$ cat src/rtl/core_lsu_wbuf_pkg.sv
// Shared types and helpers for the LSU store write buffer.
package core_lsu_wbuf_pkg;

  // One buffered store as it will be replayed to the dram manager.
  typedef struct packed {
    logic [31:0] paddr;
    logic [31:0] wdata;
    logic [3:0]  strobe;
    logic        uncached;
    logic [1:0]  size;
  } wbuf_entry_t;

  // Result of a load probe against the buffer.
  typedef struct packed {
    logic [31:0] data;
    logic [3:0]  mask;
    logic        conflict;
  } wbuf_lkup_t;

  // Overwrite the byte lanes selected by strb with the new word's lanes.
  function automatic logic [31:0] merge_bytes(input logic [31:0] old_w,
                                              input logic [31:0] new_w,
                                              input logic [3:0]  strb);
    logic [31:0] r;
    r = old_w;
    for (int b = 0; b < 4; b++) begin
      if (strb[b]) r[8*b +: 8] = new_w[8*b +: 8];
    end
    return r;
  endfunction

endpackage

$ cat src/rtl/core_lsu_wbuf_fwd.sv
// Byte-lane store-to-load forwarding over an age-ordered entry array
// (index 0 oldest), plus the load-stall decision.
module core_lsu_wbuf_fwd
  import core_lsu_wbuf_pkg::*;
#(
  parameter int DEPTH = 4
) (
  input  wbuf_entry_t      ent_i [DEPTH],
  input  logic [DEPTH-1:0] age_vld_i,
  input  logic             lkup_valid_i,
  input  logic [31:0]      lkup_paddr_i,
  input  logic             lkup_uncached_i,
  output wbuf_lkup_t       res_o
);

  // Walk oldest to youngest so younger matching bytes override older ones.
  always_comb begin
    res_o = '0;
    if (lkup_valid_i) begin
      for (int k = 0; k < DEPTH; k++) begin
        if (age_vld_i[k]) begin
          if (ent_i[k].uncached) begin
            res_o.conflict = 1'b1;
          end else if (ent_i[k].paddr[31:2] == lkup_paddr_i[31:2]) begin
            for (int b = 0; b < 4; b++) begin
              if (ent_i[k].strobe[b]) begin
                res_o.data[8*b +: 8] = ent_i[k].wdata[8*b +: 8];
                res_o.mask[b]        = 1'b1;
              end
            end
          end
        end
      end
      if (lkup_uncached_i && (|age_vld_i)) res_o.conflict = 1'b1;
    end
  end

endmodule

$ cat src/rtl/core_lsu_wbuf.sv
// LSU store write buffer: circular FIFO of stores between M2 and the dram
// manager, with same-word byte coalescing and load forwarding.
module core_lsu_wbuf
  import core_lsu_wbuf_pkg::*;
#(
  parameter int DEPTH    = 4,
  parameter int COALESCE = 1
) (
  input  logic                       clk,
  input  logic                       rst,
  input  logic                       push_valid_i,
  output logic                       push_ready_o,
  input  logic [31:0]                push_paddr_i,
  input  logic [31:0]                push_wdata_i,
  input  logic [3:0]                 push_strobe_i,
  input  logic                       push_uncached_i,
  input  logic [1:0]                 push_size_i,
  output logic                       drain_valid_o,
  input  logic                       drain_ready_i,
  output logic [31:0]                drain_paddr_o,
  output logic [31:0]                drain_wdata_o,
  output logic [3:0]                 drain_strobe_o,
  output logic                       drain_uncached_o,
  output logic [1:0]                 drain_size_o,
  input  logic                       lkup_valid_i,
  input  logic [31:0]                lkup_paddr_i,
  input  logic                       lkup_uncached_i,
  output logic [31:0]                lkup_data_o,
  output logic [3:0]                 lkup_mask_o,
  output logic                       lkup_conflict_o,
  output logic                       empty_o,
  output logic [$clog2(DEPTH+1)-1:0] count_o
);

  localparam int PTR_W = $clog2(DEPTH);
  localparam int CNT_W = $clog2(DEPTH+1);

  wbuf_entry_t      ent_q [DEPTH];
  logic [DEPTH-1:0] vld_q;
  logic [PTR_W-1:0] head_q, tail_q, young;
  logic [CNT_W-1:0] count_q, count_d;
  logic             coal_hit, push_acc, push_new, drain_fire;
  wbuf_entry_t      push_ent, head_ent;
  wbuf_entry_t      age_ent [DEPTH];
  logic [DEPTH-1:0] age_vld;
  wbuf_lkup_t       lkup_res;

  assign young = tail_q - PTR_W'(1);

  // count >= 2 keeps the merge target away from the head, so a stalled
  // drain payload is never modified underneath the dram manager.
  assign coal_hit = (COALESCE != 0) && !push_uncached_i &&
                    (count_q >= CNT_W'(2)) && !ent_q[young].uncached &&
                    (ent_q[young].paddr[31:2] == push_paddr_i[31:2]);

  assign push_ready_o  = (count_q != CNT_W'(DEPTH)) || coal_hit;
  assign push_acc      = push_valid_i && push_ready_o;
  assign push_new      = push_acc && !coal_hit;
  assign drain_valid_o = (count_q != '0);
  assign drain_fire    = drain_valid_o && drain_ready_i && !rst;
  assign count_d       = count_q + CNT_W'(push_new) - CNT_W'(drain_fire);

  assign push_ent = '{paddr: push_paddr_i, wdata: push_wdata_i, strobe: push_strobe_i,
                      uncached: push_uncached_i, size: push_size_i};
  assign head_ent = ent_q[head_q];

  assign drain_paddr_o    = drain_valid_o ? head_ent.paddr    : '0;
  assign drain_wdata_o    = drain_valid_o ? head_ent.wdata    : '0;
  assign drain_strobe_o   = drain_valid_o ? head_ent.strobe   : '0;
  assign drain_uncached_o = drain_valid_o ? head_ent.uncached : 1'b0;
  assign drain_size_o     = drain_valid_o ? head_ent.size     : '0;

  assign empty_o = (count_q == '0);
  assign count_o = count_q;

  // Rotate storage so the forwarding unit sees entries oldest-first.
  always_comb begin
    for (int k = 0; k < DEPTH; k++) begin
      age_ent[k] = ent_q[head_q + PTR_W'(k)];
      age_vld[k] = vld_q[head_q + PTR_W'(k)];
    end
  end

  core_lsu_wbuf_fwd #(.DEPTH(DEPTH)) u_fwd (
    .ent_i           (age_ent),
    .age_vld_i       (age_vld),
    .lkup_valid_i    (lkup_valid_i),
    .lkup_paddr_i    (lkup_paddr_i),
    .lkup_uncached_i (lkup_uncached_i),
    .res_o           (lkup_res)
  );

  assign lkup_data_o     = lkup_res.data;
  assign lkup_mask_o     = lkup_res.mask;
  assign lkup_conflict_o = lkup_res.conflict;

  // Pointer/count bookkeeping, new-entry writes and youngest-entry merges.
  always_ff @(posedge clk) begin
    if (rst) begin
      head_q  <= '0;
      tail_q  <= '0;
      count_q <= '0;
      vld_q   <= '0;
      for (int i = 0; i < DEPTH; i++) ent_q[i].strobe <= '0;
    end else begin
      if (drain_fire) begin
        vld_q[head_q] <= 1'b0;
        head_q        <= head_q + PTR_W'(1);
      end
      if (push_new) begin
        ent_q[tail_q] <= push_ent;
        vld_q[tail_q] <= 1'b1;
        tail_q        <= tail_q + PTR_W'(1);
      end else if (push_acc) begin
        ent_q[young].wdata  <= merge_bytes(ent_q[young].wdata, push_wdata_i, push_strobe_i);
        ent_q[young].strobe <= ent_q[young].strobe | push_strobe_i;
      end
      count_q <= count_d;
    end
  end

endmodule

$ cat config.mk
export PLATFORM = sky130hd
export DESIGN_NAME = core_lsu_wbuf
export DESIGN_NICKNAME = d
export VERILOG_FILES = /design/src/rtl/core_lsu_wbuf_pkg.sv /design/src/rtl/core_lsu_wbuf_fwd.sv /design/src/rtl/core_lsu_wbuf.sv
export SDC_FILE = /design/constraint.sdc
export NUM_CORES = 1
export LEC_CHECK = 0
export CAP_MARGIN = 20
export CORE_UTILIZATION = 55
export DETAILED_ROUTE_END_ITERATION = 8
export GPL_TIMING_DRIVEN = 0
export PLACE_DENSITY = 0.78
export SLEW_MARGIN = 20
export SYNTH_ARGS = -nofsm -noshare
export SYNTH_HDL_FRONTEND = slang
export SYNTH_SLANG_ARGS = --single-unit
$ cat constraint.sdc
create_clock -name clk -period 21.7 [get_ports clk]
set_input_delay 2.17 -clock clk [delete_from_list [all_inputs] [get_ports clk]]
set_output_delay 2.17 -clock clk [all_outputs]
set_load 0.05 [all_outputs]
==> flow_summary_export.csv, run 1 <==
group,metric,value,unit
clocking,cts_max_level,2,
outcome,outcome,"finished, final reports clean",
route,drt-total-wl,80100,µm
floorplan,die-area,40500,µm²
clocking,clock-sinks,297,
sta,setup_viol,0,
sta,timing.max_slew.rel_slack,0.183,
layout,final_layout_size_suffix_gt1_frac,0.232,
worst_setup_path,slowest_stage,"clkdlybuf4s50_1",
clocking,insertion_delay,0.57,ns
global_route,antenna_found_initial,3,
synth,synth_nets,1821,
synth,synth_top_flop_cell,"edfxtp_1",
layout,area_growth,20.0,%
worst_setup_path,critPathMaxStageDelay,0.94,ns
synth,netlist_area,21800,µm²
route,drc,0,
placement,place_ws,10.67,ns
synth,ys_types,57,
sta,hold_viol,0,
sta,period_minus_slack,11.62,ns
clocking,hold_buffers,0,
synth,ys_seq_area_frac,0.403,
synth,synth_top_area_cell,"edfxtp_1",
clocking,cts_setup_buffers,0,
worst_hold_path,hold_class,"flip-flop to flip-flop",
global_route,grt_max_degree,19,
clocking,root_buffer,"clkbuf_16",
floorplan,die_h,201,µm
route,wl_per_cell,31.7,µm
sta,maxSlewViolCount,0,
global_route,grt_first_pass_wirelength,117000,µm
worst_setup_path,crit_fanout,10,
global_route,grt_usage,0.397,
synth,yosysWarnings,0,
worst_setup_path,crit_path_start,"head_q[0]",
worst_setup_path,cp-start-kind,"flip-flop",
clocking,clk_pin_slew,0.06,ns
power,irDropWorstVdd,87.6,µV
worst_setup_path,path_buf_inv,12,
route,vias,18500,
synth,synth_cells,1700,
layout,fin_nets,2103,
synth,yosysTopAreaCellShare,0.391,
clocking,tritoncts,"yes",
worst_setup_path,required,19.53,ns
sta,skew,0.0259,ns
power,leakage,8.16,nW
route,drtIter0Drc,2842,
synth,ys_ff_latch,297,
route,dr.pass1.iters,6,
worst_hold_path,hp-start,"vld_q[1]",
clocking,cts_buffers,35,
floorplan,core_area,38900,µm²
worst_setup_path,worstPathArrival,9.45,ns
route,vias_per_cell,7.32,
placement,gp_congestion,0.997,
worst_setup_path,crit_chain,"buf_2, buf_2, buf_4, buf_2, buf_2, clkbuf_2, inv_1, ha_1, buf_2, buf_2, buf_4, mux4_2, xnor2_1, nand4_1, nor4_1, nand4_1, or3_1, clkbuf_1, o32ai_1, clkdlybuf4s50_1",
worst_setup_path,cp_common_cell,"buf_2",
global_route,grt_overflow,0,
worst_setup_path,timing_worst_setup_path_type,"flip-flop to output port",
global_route,grt_pass1_vias,18100,
floorplan,die_x,201,µm
floorplan,io_pins,223,
synth,synthTopCellsByArea,"edfxtp_1 39%, mux4_2 25%, xnor2_1 4.9%",
floorplan,fp-row-count,72,
placement,port_buffers,211,
sta,fin_setup_tns,0,ns
worst_setup_path,r2r-start,"tail_q[0]",
worst_setup_path,crit_family,"buffers and inverters",
power,powerDensity,131,nW/µm²
placement,dpl.hpwl,57900,µm
route,ant_nets,0,
synth,async_flop_share,0,
sta,rsz0062_at_grt,"no",
sta,fin_crit_sh,0.535,
clocking,cts_resized,0,
synth,avgSynthCellArea,12.8,µm²
clocking,clockBufferDepth,3,
sta,fmax,86.1,MHz
worst_setup_path,end_kind,"output port",
synth,synth_edf_count,284,
run,cap_violations,0,
sta,setup_ws,10.08,ns
floorplan,start_util,0.560,
sta,tightest_slew,1.23,ns
area by class of cell:
class | count | area, µm²
fill | 2848 | 12800
clock inverter | 18 | 196
inverter | 26 | 97.6
timing repair buffer | 245 | 2490
sequential | 297 | 8790
clock buffer | 43 | 957
multi-input combinational | 1223 | 12300
buffer | 154 | 686
tap | 518 | 648
antenna | 1 | 2.50
final timing paths:
path	endpoint	slack, ns	depth (start not counted)
max reg2reg	ent_q[3][25]	13.34	19
min reg2reg	vld_q[1]	0.57	1
max	lkup_data_o[2]	10.08	20
min	vld_q[1]	0.57	1
layer usage:
| metal | routed length (µm) | vias to the layer above | global-route usage |
|---|---|---|---|
| met3 | 12000 | 321 | 0.118 |
| met2 | 35600 | 1759 | 0.600 |
| met1 | 27800 | 9055 | 0.521 |
| li1 | - | 7336 | - |
| met5 | 0 | - | 0 |
| met4 | 4680 | 0 | 0.205 |
cell usage in the layout, fill, tap and decap left out, drive strengths merged, types with 8 or more instances in the layout:
master / Yosys / routed
edfxtp: 284 / 284
mux4: 245 / 245
clkdlybuf4s50: 0 / 211
nand2: 130 / 130
clkbuf: 83 / 129
xnor2: 121 / 121
buf: 71 / 102
nor2b: 75 / 75
nor2: 70 / 70
mux2i: 67 / 67
and2: 47 / 47
o22ai: 45 / 45
mux2: 44 / 44
nor3: 41 / 41
o21ai: 38 / 38
xor2: 36 / 36
nand3: 36 / 36
inv: 25 / 29
nand4: 28 / 28
a31oi: 28 / 28
o221a: 25 / 25
o32ai: 21 / 21
a21oi: 17 / 17
nor4: 16 / 16
dfxtp: 13 / 13
or2: 11 / 11
ha: 11 / 11
or4: 8 / 8
o31ai: 8 / 8
clkinv: 1 / 8
metrics by stage:
stage                     hold slack (ns)  utilization  power [W]  cell area, µm²  std cells
after global placement              0.534        0.631    0.00273           24600       2429
after floorplan                     0.499            -    0.00212           21800       1700
after CTS                           0.561        0.672    0.00337           26200       2524
after detailed placement            0.552        0.642    0.00276           25000       2463
final                               0.574        0.672    0.00342           26200       2525
after global routing                0.599        0.672    0.00351           26200       2524
registers in the layout, summed over array words and instances (netlist names), named ones only:
name     flops
ent_q      284
tail_q       2
count_o      3
vld_q        4
head_q       2
cells by family (layout without fill, tap and decap cells):
logic type,count (synthesis),count (layout),share of synthesized area
buffers and inverters,180,486,0.0356
flip-flops,297,297,0.403
AO/OA/AOI/OAI,217,217,0.0720
AND/OR/NAND/NOR,481,481,0.113
other,0,1,0
XOR/XNOR,157,157,0.0631
adder cells (fa/ha/maj),12,12,0.00723
multiplexers,356,356,0.306
synthesized netlist by cell type (6+ instances only):
cell type  number
edfxtp_1      284
mux4_2        245
nand2_1       130
xnor2_1       121
clkbuf_1       83
nor2b_1        75
nor2_1         70
mux2i_1        67
and2_1         47
o22ai_1        45
mux2_2         44
buf_2          42
nor3_1         41
nand3_1        36
xor2_1         36
o21ai_0        34
a31oi_1        28
nand4_1        28
inv_1          25
o32ai_1        21
buf_1          20
a21oi_1        17
o221a_1        17
dfxtp_1        13
nor4_1         13
ha_1           11
or2_2          11
o221a_2         8
o31ai_1         8
or4_1           8
and3_1          6
nand2b_1        6
o21a_1          6
worst reg2reg max path: stages, from the launching register on:
cell and delay (ns):
dfxtp_1 0.42, buf_2 0.42, buf_2 0.46, buf_1 0.82, inv_1 0.30, ha_1 0.38, clkbuf_1 0.60, buf_1 0.98
mux4_2 0.44, xnor2_1 0.25, nand4_1 0.19, nor4_1 0.75, nand2_1 0.36, buf_2 0.31, nor3_1 0.15, a211oi_1 0.12
nor3_2 0.51, buf_6 0.23, buf_4 0.20, buf_6 0.16
power by group:
part	internal [W]	switching, W	leakage, nW
Combinational	0.000792	0.00129	4.83
Clock	0.000352	0.000255	0.552
Sequential	0.000691	0.0000459	2.77
Total	0.00184	0.00159	8.16
(Power assumes the default switching activity.)
==> run 2: changes to the inputs <==
--- a/config.mk
+++ b/config.mk
@@ -6,7 +6,7 @@
 export NUM_CORES = 1
 export LEC_CHECK = 0
 export CAP_MARGIN = 20
-export CORE_UTILIZATION = 55
+export CORE_UTILIZATION = 53
 export DETAILED_ROUTE_END_ITERATION = 8
 export GPL_TIMING_DRIVEN = 0
 export PLACE_DENSITY = 0.78
==> constraint.sdc (replaced) <==
create_clock -name clk -period 9.5 [get_ports clk]
set_input_delay 0.95 -clock clk [delete_from_list [all_inputs] [get_ports clk]]
set_output_delay 0.95 -clock clk [all_outputs]
set_load 0.05 [all_outputs]
==> flow_summary_export.csv, run 2 (synthesis results as in run 1) <==
group,metric,value,unit
outcome,outcome,"finished, final reports clean",
floorplan,core_area,40200,µm²
layout,fin_nets,2105,
placement,gp_congestion,1.02,
layout,post-route-util,0.651,
power,leakage,8.46,nW
power,p_seq_frac,0.216,
floorplan,die-area,42000,µm²
power,power.internal,0.00419,W
route,drt-total-wl,79700,µm
route,vias_per_cell,7.29,
layout,fill_cells,3035,
worst_setup_path,timing_worst_setup_path_type,"flip-flop to output port",
floorplan,die_x,205,µm
floorplan,io_pins,223,
layout,regMostFlops,"ent_q",
route,drc,0,
placement,port_buffers,211,
sta,timing.max_slew.rel_slack,0.261,
clocking,cts_max_level,2,
sta,maxSlewViolCount,0,
route,drtIter0Drc,2788,
layout,mostFrequentLayoutCells,"284 x edfxtp_1, 245 x mux4_2, 193 x clkdlybuf4s50_1",
sta,fmax,106,MHz
power,power.share.clock,0.177,
global_route,grt_first_pass_wirelength,117000,µm
layout,final_layout_size_suffix_gt1_frac,0.233,
layout,mostFrequentLayoutCell,"edfxtp_1",
route,dr.pass1.iters,8,
clocking,root_buffer,"clkbuf_16",
clocking,clk_pin_slew,0.06,ns
worst_setup_path,cp_common_cell,"buf_2",
clocking,insertion_delay,0.59,ns
worst_setup_path,required,8.55,ns
global_route,grt_pass1_vias,17800,
route,wl_per_cell,31.4,µm
worst_setup_path,reg2reg_depth,19,
power,irDropWorstVdd,233,µV
sta,tightest_slew,1.11,ns
route,vias,18500,
global_route,grt_max_degree,20,
sta,fin_crit_sh,0.997,
sta,hold_viol,0,
clocking,cts_buffers,36,
clocking,clockBufferDepth,3,
worst_setup_path,critPathMaxStageDelay,0.88,ns
floorplan,start_util,0.543,
route,ant_nets,0,
worst_setup_path,worstPathArrival,8.52,ns
worst_setup_path,crit_chain,"buf_2, buf_2, buf_4, buf_2, buf_2, buf_1, inv_1, ha_1, buf_2, clkbuf_4, mux4_2, xnor2_1, nand4_1, nor4_1, o2111ai_1, clkbuf_1, buf_2, o221a_1, o31ai_1, clkdlybuf4s50_1",
power,switchingPower,0.00360,W
layout,largest_reg_flops,284,
layout,area_growth,19.9,%
global_route,grt_usage,0.384,
power,totalPowerFinal,0.00779,W
power,p_comb_frac,0.607,
global_route,antenna_found_initial,2,
worst_setup_path,slowest_stage,"clkdlybuf4s50_1",
global_route,grt_overflow,0,
floorplan,die_h,205,µm
power,powerDensity,298,nW/µm²
worst_hold_path,hold_depth,1,
sta,period_minus_slack,9.47,ns
worst_hold_path,hold_class,"flip-flop to flip-flop",
clocking,clock-sinks,297,
worst_setup_path,crit_fanout,10,
clocking,tritoncts,"yes",
sta,skew,0.0431,ns
sta,setup_viol,0,
placement,dpl.hpwl,58100,µm
run,cap_violations,0,
power,switching_share,0.462,
worst_setup_path,end_kind,"output port",
floorplan,fp-row-count,73,
worst_setup_path,cp-start-kind,"flip-flop",
-- run 2: cell types whose count changed in the layout (fill, tap and decap cells not counted), moves of 2 or more --
cell | before | now
buf_16 | 6 | 2
buf_2 | 49 | 47
buf_4 | 21 | 27
clkbuf_8 | 3 | 0
clkdlybuf4s50_1 | 211 | 193
clkinv_1 | 5 | 8
clkinv_2 | 2 | 4
clkinvlp_4 | 4 | 2
dlymetal6s2s_1 | 0 | 17
inv_6 | 4 | 2
-- run 2: area by class of cell --
class                           count  area [µm²]  share of cell area
Antenna cell                        2        5.00            0.000191
Buffer                            154         689              0.0264
Clock buffer                       41         920              0.0352
Clock inverter                     21         224             0.00856
Inverter                           26        97.6             0.00373
Multi-Input combinational cell   1223       12300               0.470
Sequential cell                   297        8790               0.336
Tap cell                          525         657              0.0251
Timing Repair Buffer              246        2470              0.0946
-- run 2: power groups by stage --
stage / sequential [W] / combinational, W / clock [W]
2_1_floorplan: 0.00169 / 0.00314 / 0
3_3_place_gp: 0.00171 / 0.00452 / 0
3_5_place_dp: 0.00170 / 0.00459 / 0
4_1_cts: 0.00168 / 0.00462 / 0.00137
5_1_grt: 0.00170 / 0.00488 / 0.00142
6_report: 0.00168 / 0.00473 / 0.00138
-- run 2: final timing paths --
| path | slack (ns) | start | to |
|---|---|---|---|
| min | 0.56 | vld_q[1] | vld_q[1] |
| max reg2reg | 1.21 | tail_q[0] | ent_q[3][66] |
| min reg2reg | 0.56 | vld_q[1] | vld_q[1] |
| max | 0.03 | head_q[0] | lkup_data_o[8] |
-- run 2: through the flow --
step,hold WS (ns),instances,cell area (µm²),setup WS (ns),TNS [ns]
floorplan,0.499,1700,21800,2.23,0
global placement,0.533,2436,24600,-3.27,-480.78
detailed placement,0.541,2468,24900,0.437,0
CTS,0.556,2533,26100,0.0507,0
global route,0.593,2533,26200,-0.00214,-0.00214
finish,0.560,2535,26200,0.0284,0
-- run 2: critical path: cells and delay by family (launching register included) --
kind            cells  cell delay [ns]
fa+ha+maj           1             0.30
buf+inv            12             4.64
flops               1             0.42
xor+xnor            1             0.34
mux                 1             0.55
simple gates        2             0.63
compound gates      3             1.04
-- run 2: metal layers --
| layer | up-vias | track usage | wire length [µm] |
|---|---|---|---|
| met3 | 288 | 0.118 | 11800 |
| met4 | 4 | 0.161 | 3820 |
| met1 | 9167 | 0.522 | 28300 |
| met2 | 1692 | 0.574 | 35700 |
| li1 | 7338 | - | - |
| met5 | - | 0 | 25 |
-- run 2: what timing repair did --
action	4_1_cts	5_1_grt
cloned	0	0
buffers inserted	3	0
hold buffers	0	0
pin swaps	1	0
setup endpoints to repair	4	32
resized for setup	1	23
